### src/rtl/qos_pkg.sv
// rtl/qos_pkg.sv - shared types and result codes for the QoS TS switch path
package qos_pkg;

    localparam int NUM_CH = 4;

    typedef logic [1:0] ch_t;

    typedef enum logic [1:0] {
        IDLE      = 2'd0,
        WAIT_SYNC = 2'd1,
        HOLDOFF   = 2'd2
    } seq_state_t;

    localparam logic [1:0] RES_NONE     = 2'b00;
    localparam logic [1:0] RES_SWITCHED = 2'b01;
    localparam logic [1:0] RES_TIMEOUT  = 2'b10;
    localparam logic [1:0] RES_REJECTED = 2'b11;

endpackage

### src/rtl/qos_cycle_timer.sv
// rtl/qos_cycle_timer.sv - loadable down-counter, tc flags a count of zero
module qos_cycle_timer #(
    parameter int W = 8
) (
    input  logic         clk,
    input  logic         rst,
    input  logic         load,
    input  logic [W-1:0] load_value,
    input  logic         dec,
    output logic         tc
);

    logic [W-1:0] count_q;
    logic [W-1:0] count_d;

    // Load wins over decrement; the count parks at zero instead of wrapping.
    always_comb begin
        count_d = count_q;
        if (load) begin
            count_d = load_value;
        end else if (dec && (count_q != '0)) begin
            count_d = count_q - W'(1);
        end
    end

    always_ff @(posedge clk) begin
        if (rst) begin
            count_q <= '0;
        end else begin
            count_q <= count_d;
        end
    end

    assign tc = (count_q == '0);

endmodule

### src/rtl/ts_switch_sequencer.sv
// rtl/ts_switch_sequencer.sv - hitless TS mux switchover sequencer
// Optional switch counter enabled by defining TS_SWITCH_COUNT_EN.
module ts_switch_sequencer
    import qos_pkg::*;
#(
    parameter int TIMEOUT_CYCLES = 4096,
    parameter int DEFAULT_CH     = 0
) (
    input  logic              clk,
    input  logic              rst,
    input  logic              req_valid,
    output logic              req_ready,
    input  logic [1:0]        req_channel,
    input  logic [NUM_CH-1:0] valid,
    input  logic [NUM_CH-1:0] sync,
    input  logic [19:0]       holdoff_cycles,
    output logic [1:0]        mux_control,
    output logic              en_reset_counter,
    output logic              abort,
    output logic [1:0]        last_result,
    output logic              busy,
    output logic [15:0]       switch_count
);

    localparam int TW = $clog2(TIMEOUT_CYCLES + 1);
    localparam ch_t DEF_CH = ch_t'(DEFAULT_CH);
    localparam logic [TW-1:0] TO_LOAD = TW'(TIMEOUT_CYCLES - 1);

    seq_state_t  state_q, state_d;
    ch_t         target_q, target_d;
    ch_t         mux_q, mux_d;
    logic        en_reset_counter_q, en_reset_counter_d;
    logic        abort_q, abort_d;
    logic [1:0]  result_q, result_d;

    logic        to_load, to_dec, to_tc;
    logic        ho_load, ho_dec, ho_tc;
    logic [19:0] ho_value;

    // Timeout timer is preloaded with TIMEOUT_CYCLES-1 and expires at zero.
    qos_cycle_timer #(.W(TW)) u_timeout (
        .clk        (clk),
        .rst        (rst),
        .load       (to_load),
        .load_value (TO_LOAD),
        .dec        (to_dec),
        .tc         (to_tc)
    );

    qos_cycle_timer #(.W(20)) u_holdoff (
        .clk        (clk),
        .rst        (rst),
        .load       (ho_load),
        .load_value (ho_value),
        .dec        (ho_dec),
        .tc         (ho_tc)
    );

    // A latched value of 0 or 1 both give a single HOLDOFF cycle.
    assign ho_value = (holdoff_cycles == 20'd0) ? 20'd0 : holdoff_cycles - 20'd1;

    always_comb begin
        state_d            = state_q;
        target_d           = target_q;
        mux_d              = mux_q;
        en_reset_counter_d = 1'b0;
        abort_d            = 1'b0;
        result_d           = result_q;
        to_load            = 1'b0;
        to_dec             = 1'b0;
        ho_load            = 1'b0;
        ho_dec             = 1'b0;

        unique case (state_q)
            IDLE: begin
                if (req_valid && (req_channel != mux_q)) begin
                    if (!valid[req_channel]) begin
                        abort_d  = 1'b1;
                        result_d = RES_REJECTED;
                    end else begin
                        target_d = req_channel;
                        to_load  = 1'b1;
                        state_d  = WAIT_SYNC;
                    end
                end
            end
            WAIT_SYNC: begin
                if (sync[target_q] && valid[target_q]) begin
                    mux_d              = target_q;
                    en_reset_counter_d = 1'b1;
                    result_d           = RES_SWITCHED;
                    ho_load            = 1'b1;
                    state_d            = HOLDOFF;
                end else if (!valid[target_q]) begin
                    abort_d  = 1'b1;
                    result_d = RES_REJECTED;
                    state_d  = IDLE;
                end else if (to_tc) begin
                    abort_d  = 1'b1;
                    result_d = RES_TIMEOUT;
                    state_d  = IDLE;
                end else begin
                    to_dec = 1'b1;
                end
            end
            HOLDOFF: begin
                if (ho_tc) begin
                    state_d = IDLE;
                end else begin
                    ho_dec = 1'b1;
                end
            end
            default: begin
                state_d = IDLE;
            end
        endcase
    end

    always_ff @(posedge clk) begin
        if (rst) begin
            state_q            <= IDLE;
            target_q           <= DEF_CH;
            mux_q              <= DEF_CH;
            en_reset_counter_q <= 1'b0;
            abort_q            <= 1'b0;
            result_q           <= RES_NONE;
        end else begin
            state_q            <= state_d;
            target_q           <= target_d;
            mux_q              <= mux_d;
            en_reset_counter_q <= en_reset_counter_d;
            abort_q            <= abort_d;
            result_q           <= result_d;
        end
    end

`ifdef TS_SWITCH_COUNT_EN
    logic [15:0] switch_count_q, switch_count_d;

    always_comb begin
        switch_count_d = switch_count_q;
        if (en_reset_counter_d && (switch_count_q != 16'hFFFF)) begin
            switch_count_d = switch_count_q + 16'd1;
        end
    end

    always_ff @(posedge clk) begin
        if (rst) begin
            switch_count_q <= 16'd0;
        end else begin
            switch_count_q <= switch_count_d;
        end
    end

    assign switch_count = switch_count_q;
`else
    assign switch_count = 16'd0;
`endif

    assign req_ready        = (state_q == IDLE);
    assign busy             = (state_q != IDLE);
    assign mux_control      = mux_q;
    assign en_reset_counter = en_reset_counter_q;
    assign abort            = abort_q;
    assign last_result      = result_q;

endmodule

### config.mk
export PLATFORM = sky130hd
export DESIGN_NAME = ts_switch_sequencer
export DESIGN_NICKNAME = d
export VERILOG_FILES = /design/src/rtl/qos_pkg.sv /design/src/rtl/qos_cycle_timer.sv /design/src/rtl/ts_switch_sequencer.sv
export SDC_FILE = /design/constraint.sdc
export NUM_CORES = 1
export LEC_CHECK = 0
export ABC_AREA = 1
export CAP_MARGIN = 40
export CORE_MARGIN = 10
export CORE_UTILIZATION = 40
export DETAILED_ROUTE_END_ITERATION = 10
export GPL_ROUTABILITY_DRIVEN = 0
export PLACE_DENSITY = 0.65
export SETUP_SLACK_MARGIN = 0.4
export SYNTH_ARGS = -nofsm -noshare
export SYNTH_HDL_FRONTEND = slang
export SYNTH_SLANG_ARGS = --single-unit
### constraint.sdc
create_clock -name clk -period 1.4 [get_ports clk]
set_clock_uncertainty 0.05 [all_clocks]
set_input_delay 0.28 -clock clk [delete_from_list [all_inputs] [get_ports clk]]
set_output_delay 0.28 -clock clk [all_outputs]
set_load 0.01 [all_outputs]
* Word level (Yosys, flattened, before mapping)
Index checks and enable logic that the tools add are counted.
W data, S select, Z words.
** Operators by class
- Muxes and demuxes :: 41
- Div/mod/pow operators :: 0
- $lt $le $gt $ge :: 2
- Equality and inequality tests :: 8
- Shifts and indexed selects :: 0
- Reduce and logical (&&, ||, !) cells :: 19
- Multiply operators :: 0
- Bitwise operators :: 0
- $add $sub $neg :: 3
** Operators by type and width (count)
- $mux W20 :: 3
- $logic_not A20 Y1 :: 2
- $sub A20 B1 Y20 const B :: 2
- $mux W12 :: 2
- $mux W2 :: 11
- $reduce_bool A20 Y1 :: 1
- $mux W1 :: 19
- $logic_not A13 Y1 :: 1
- $reduce_bool A13 Y1 :: 1
- $sub A13 B1 Y13 const B :: 1
- $reduce_and A4 Y1 :: 2
- $reduce_bool A2 Y1 :: 4
- $bmux W1 S2 :: 3
- $lt A2 B3 Y1 const B :: 2
- $pmux W2 S3 :: 1
- $logic_and A1 B1 Y1 :: 4
- $ne A2 B1 Y1 const B :: 2
- $ne A2 B2 Y1 const B :: 2
- $ne A4 B4 Y1 const B :: 1
- $pmux W2 S2 :: 1
- $reduce_and A3 Y1 :: 1
- $eq A2 B1 Y1 const B :: 1
- $eq A2 B2 Y1 const B :: 1
- $logic_not A2 Y1 :: 1
- 4 further kinds :: 4
** Storage, ports and cells
- Output and inout port bits :: 24
- Memories kept :: 0
- Bits in writable memories :: 0
- Memory bits (read-only) :: 0
- Input port bits :: 33
- Flip-flop bits (word level) :: 43
- Latch bits :: 0

* Depth between registers and ports, before layout
- Depth in word-level cells :: 8
- Gate-level depth with buffers :: 12

* By module
Synthesis repeated with hierarchy kept, for this count alone.
** Unflattened totals
- Cell total of the unflattened synthesis :: 629
- Area total of the unflattened synthesis :: 3946.3 sq um
** By module, submodules not included
- qos_cycle_timer (u_holdoff) :: area an instance 1592.8 sq um, sequential area each 400.4 sq um, cells each 244, times used 1
- ts_switch_sequencer :: area an instance 1396.3 sq um, sequential area each 200.2 sq um, cells each 229, times used 1
- qos_cycle_timer (u_timeout) :: area an instance 957.2 sq um, sequential area each 260.2 sq um, cells each 156, times used 1

* Least setup slack after synthesis
No wires, ideal clock.
- Kind :: register to register
- From :: reg u_holdoff.count_q[0]
- To :: reg u_holdoff.count_q[18]
- Data required time :: 1.241 ns
- Stages on the path, launching flop included :: 12
- Path slack :: -0.132 ns
- Path buffers :: 0
- Arrival time :: 1.374 ns
- Setup time :: 0.109 ns
- Cells stage by stage :: dfxtp_1 -> inv_1 -> ha_1 -> nand3_1 -> nor2_1 -> nand2_1 -> nand2_1 -> nand2_1 -> nand2_1 -> nand3_1 -> nand2_1 -> inv_1
** Between the ends
- Longest elaborated chain between the ends :: 5
- Elaborated cells on any way between the ends :: 9
** RTL lines
- from (decl) :: line qos_cycle_timer.sv:13 : logic [W-1:0] count_q;
- from (signal assigned) :: line qos_cycle_timer.sv:30 : count_q <= count_d;
- branches (longest 5 deep; another with $sub A20 B1 Y20)
Parallel ways; which one is timed is not known. The select of a mux whose other input is x is not followed.
A chain may end at the register's enable or synchronous reset.

* Final worst setup path
- From :: reg target_q[0]
- To :: reg u_timeout.count_q[8]
** Between the ends
- Longest elaborated chain between the ends :: 7
- Elaborated cells on any way between the ends :: 10
** RTL lines
- from (decl) :: line ts_switch_sequencer.sv:30 : ch_t target_q, target_d;
- from (signal assigned) :: line ts_switch_sequencer.sv:129 : target_q <= target_d;
- $bmux W1 S2 (on tied branches) :: line ts_switch_sequencer.sv:88, ts_switch_sequencer.sv:94
- $mux W1 (on tied branches) :: line ts_switch_sequencer.sv:88, ts_switch_sequencer.sv:94
- $mux W1 / $logic_and A1 B1 Y1 (equally long branches) :: line ts_switch_sequencer.sv:94, ts_switch_sequencer.sv:88
- $mux W1 (*) :: line ts_switch_sequencer.sv:88 : if (sync[target_q] && valid[target_q]) begin
- $mux W1 (*) :: line ts_switch_sequencer.sv:74 : unique case (state_q)
- $logic_and A1 B1 Y1 (*) :: line qos_cycle_timer.sv:21 : end else if (dec && (count_q != '0)) begin
- $reduce_bool A2 Y1 (no line) (*)
- to (signal assigned) :: line qos_cycle_timer.sv:30
- to (decl) :: line qos_cycle_timer.sv:13
Mark *: on every way between the ends. The rest lies on a longest branch, timed or not. The select of a mux whose other input is x is not followed.

==> results.sh <==
export IMPL_outcome="finished with violations"
export IMPL_violations="negative setup slack"
export IMPL_drive_gt1_share_pct=42.9
export IMPL_regToRegStartpoint="target_q[0]"
export IMPL_antenna_found_initial=0
export IMPL_postSynthAreaPerCell_um2=5.79
export IMPL_register_area_um2=895
export IMPL_via_per_inst=5.08
export IMPL_die_width_um=114
export IMPL_crit_path_start_kind="register"
export IMPL_ys_warnings_count=0
export IMPL_firstDrtPassIters=5
export IMPL_ir_worst_vdd_mv=0.457
export IMPL_hold_viol_final=0
export IMPL_r2r_slack_ns=-0.27
export IMPL_cts_sinks=43
export IMPL_drt_wl_total_um=13200
export IMPL_cts_buffer_depth=2
export IMPL_fmax_mhz=598
export IMPL_die_area_um2=12900
export IMPL_rows=34
export IMPL_worstSkewPairLatency_ns=0.31
export IMPL_r2r_end="u_timeout.count_q[8]"
export IMPL_multiInputGateArea_um2=2860
export IMPL_holdCritStartpoint="holdoff_cycles[2]"
export IMPL_cp_end_kind="register"
export IMPL_seq_area_frac_synth_pct=24.6
export IMPL_clkTransAtPathRegs_ns=0.09
export IMPL_layout_nets=828
export IMPL_finalCritPeriodShare_pct=119
export IMPL_rsz0062_at_grt="yes"
export IMPL_powerDensity_nw_per_um2=885
export IMPL_drv_slew=0
export IMPL_crit_arrival_ns=1.82
export IMPL_final_common_cell="nand2_1"
export IMPL_hold_class="primary input to register"
export IMPL_ys_types=33
export IMPL_finalSetupTns_ns=-8.01
export IMPL_finalCoreUtilization_pct=69.7
export IMPL_overflow=0
export IMPL_ys_ff_latch=43
export IMPL_diodes=0
export IMPL_io_pins=57
export IMPL_die_h_um=114
export IMPL_syn_to_final_growth_pct=71.9
export IMPL_netlist_area_um2=3500
export IMPL_cts_made_buffers=5
export IMPL_io_buffers=40
export IMPL_holdPathEnd="u_holdoff.count_q[2]"
export IMPL_cts_tree="built"
export IMPL_cts_root_buf="clkbuf_8"
export IMPL_critPathRequiredTime_ns=1.55
export IMPL_critPathKind="register to register"
export IMPL_grt_start_max_net_pins=19
export IMPL_syn_instance_count=604
export IMPL_grt_pass1_wl_um=20400
export IMPL_r2r_cells=11
export IMPL_dr_first_iter_drc_count=234
export IMPL_coreArea_um2=8640
export IMPL_cp_max_fo=6
export IMPL_p_leak_nw=2.98
export IMPL_cts_htree_levels=2
export IMPL_grt_usage_pct=18.7
export IMPL_drc=0
export IMPL_finalWorstSetupSlack_ns=-0.273
export IMPL_hold_buffers=0
export IMPL_layout_common_cells="nand2_1, buf_4, nor2_1"
export IMPL_period_minus_slack_ns=1.67
export IMPL_max_cap_violations=0
export IMPL_ant_nets=0
export IMPL_dp_hpwl_um=8740
export IMPL_final_fill_count=707
export IMPL_num_vias=4558
export IMPL_wl_per_cell_um=14.7
export IMPL_grt_pass1_vias=4461
export IMPL_setup_viol=39
export IMPL_min_path_cells=5
export IMPL_start_util_pct=40.5
[stage by stage]
stage,cell area (µm²),hold slack [ns],worst slack (ns),instances,power [W]
final,6020,0.395,-0.273,898,0.00533
after global routing,6020,0.450,-0.349,898,0.00568
after CTS,5610,0.425,-0.222,885,0.00498
after detailed placement,4910,0.401,-0.675,856,0.00363
after global placement,4910,0.391,-0.667,856,0.00357
after floorplan,3690,0.403,-0.0594,619,0.00282
[worst max path at each step]
stage                               startpoint                     to  slack, ns  depth (start not counted)
after CTS                 u_holdoff.count_q[9]  u_holdoff.count_q[10]      -0.22                         11
after global routing      u_holdoff.count_q[6]  u_holdoff.count_q[10]      -0.35                         11
after floorplan           u_timeout.count_q[0]   u_timeout.count_q[4]      -0.06                          8
after global placement       holdoff_cycles[0]   u_holdoff.count_q[8]      -0.67                         10
final                              target_q[0]   u_timeout.count_q[8]      -0.27                         11
after detailed placement     holdoff_cycles[0]   u_holdoff.count_q[2]      -0.68                         10
[area by class of cell]
cell class                      instances  area share (%)
Sequential cell                        43            14.9
Timing Repair Buffer                  192            29.0
Multi-Input combinational cell        479            47.5
Clock buffer                            6            1.37
Clock inverter                          2           0.582
Tap cell                              108            2.25
Inverter                               68            4.47
[routing by layer]
metal	vias to the layer above	wire length, µm	global-route usage [%]
met5	-	0	0
met4	0	236	4.99
met3	27	716	3.25
met2	134	6780	33.0
met1	2147	5430	22.6
li1	2250	-	-
[critical path, stage by stage, from the launching register on]
cell and delay (ns):
dfxtp_4 0.37, inv_4 0.08, nand2_2 0.06, nand3_2 0.08, nand2_2 0.07, nor2_4 0.16, buf_6 0.13, nand3_4 0.13
buf_12 0.19, buf_12 0.14, nand3_2 0.06, a21oi_2 0.05
[registers in the layout, indices dropped and copies added, names as in the netlist]
| register | flops |
|---|---|
| state_q | 2 |
| en_reset_counter | 1 |
| last_result | 2 |
| abort | 1 |
| u_timeout.count_q | 13 |
| u_holdoff.count_q | 20 |
| target_q | 2 |
| mux_control | 2 |
[cell usage after synthesis (all sizes together)]
master	instances	area, µm²
a21boi	2	15.0
a21o	1	7.51
a21oi	22	114
and3	1	6.26
buf	27	203
clkbuf	4	15.0
clkinv	1	3.75
conb	1	3.75
dfxtp	43	861
ha	6	75.1
inv	67	251
nand2	170	658
nand3	62	315
nand3b	4	30.0
nand4	8	50.1
nor2	116	458
nor3	5	25.0
o21ai	40	208
or2	4	25.0
xnor2	7	61.3
xor2	13	114
[power breakdown]
| group | switching [W] | internal [W] |
|---|---|---|
| registers | 0.0000857 | 0.00132 |
| clock network | 0.000460 | 0.000578 |
| logic | 0.00154 | 0.00133 |
[repair_timing]
item / CTS / global route
gates resized for setup: 166 / 93
endpoints found under the setup margin: 51 / 51
setup buffers: 16 / 11
pin swaps: 37 / 36
cloned: 5 / 2
[logic make-up (layout without fill, tap and decap cells)]
family | Yosys count | in the layout | share of synthesized area [%]
and+or+nand+nor | 370 | 372 | 44.8
adders and majority gates | 6 | 6 | 2.15
other | 1 | 16 | 0.107
xor gates and xnor gates | 20 | 20 | 5.01
DFF | 43 | 43 | 24.6
buffers and inverters | 99 | 268 | 13.5
AOI/OAI and AO/OA | 65 | 65 | 9.83
(Power assumes the default switching activity.)
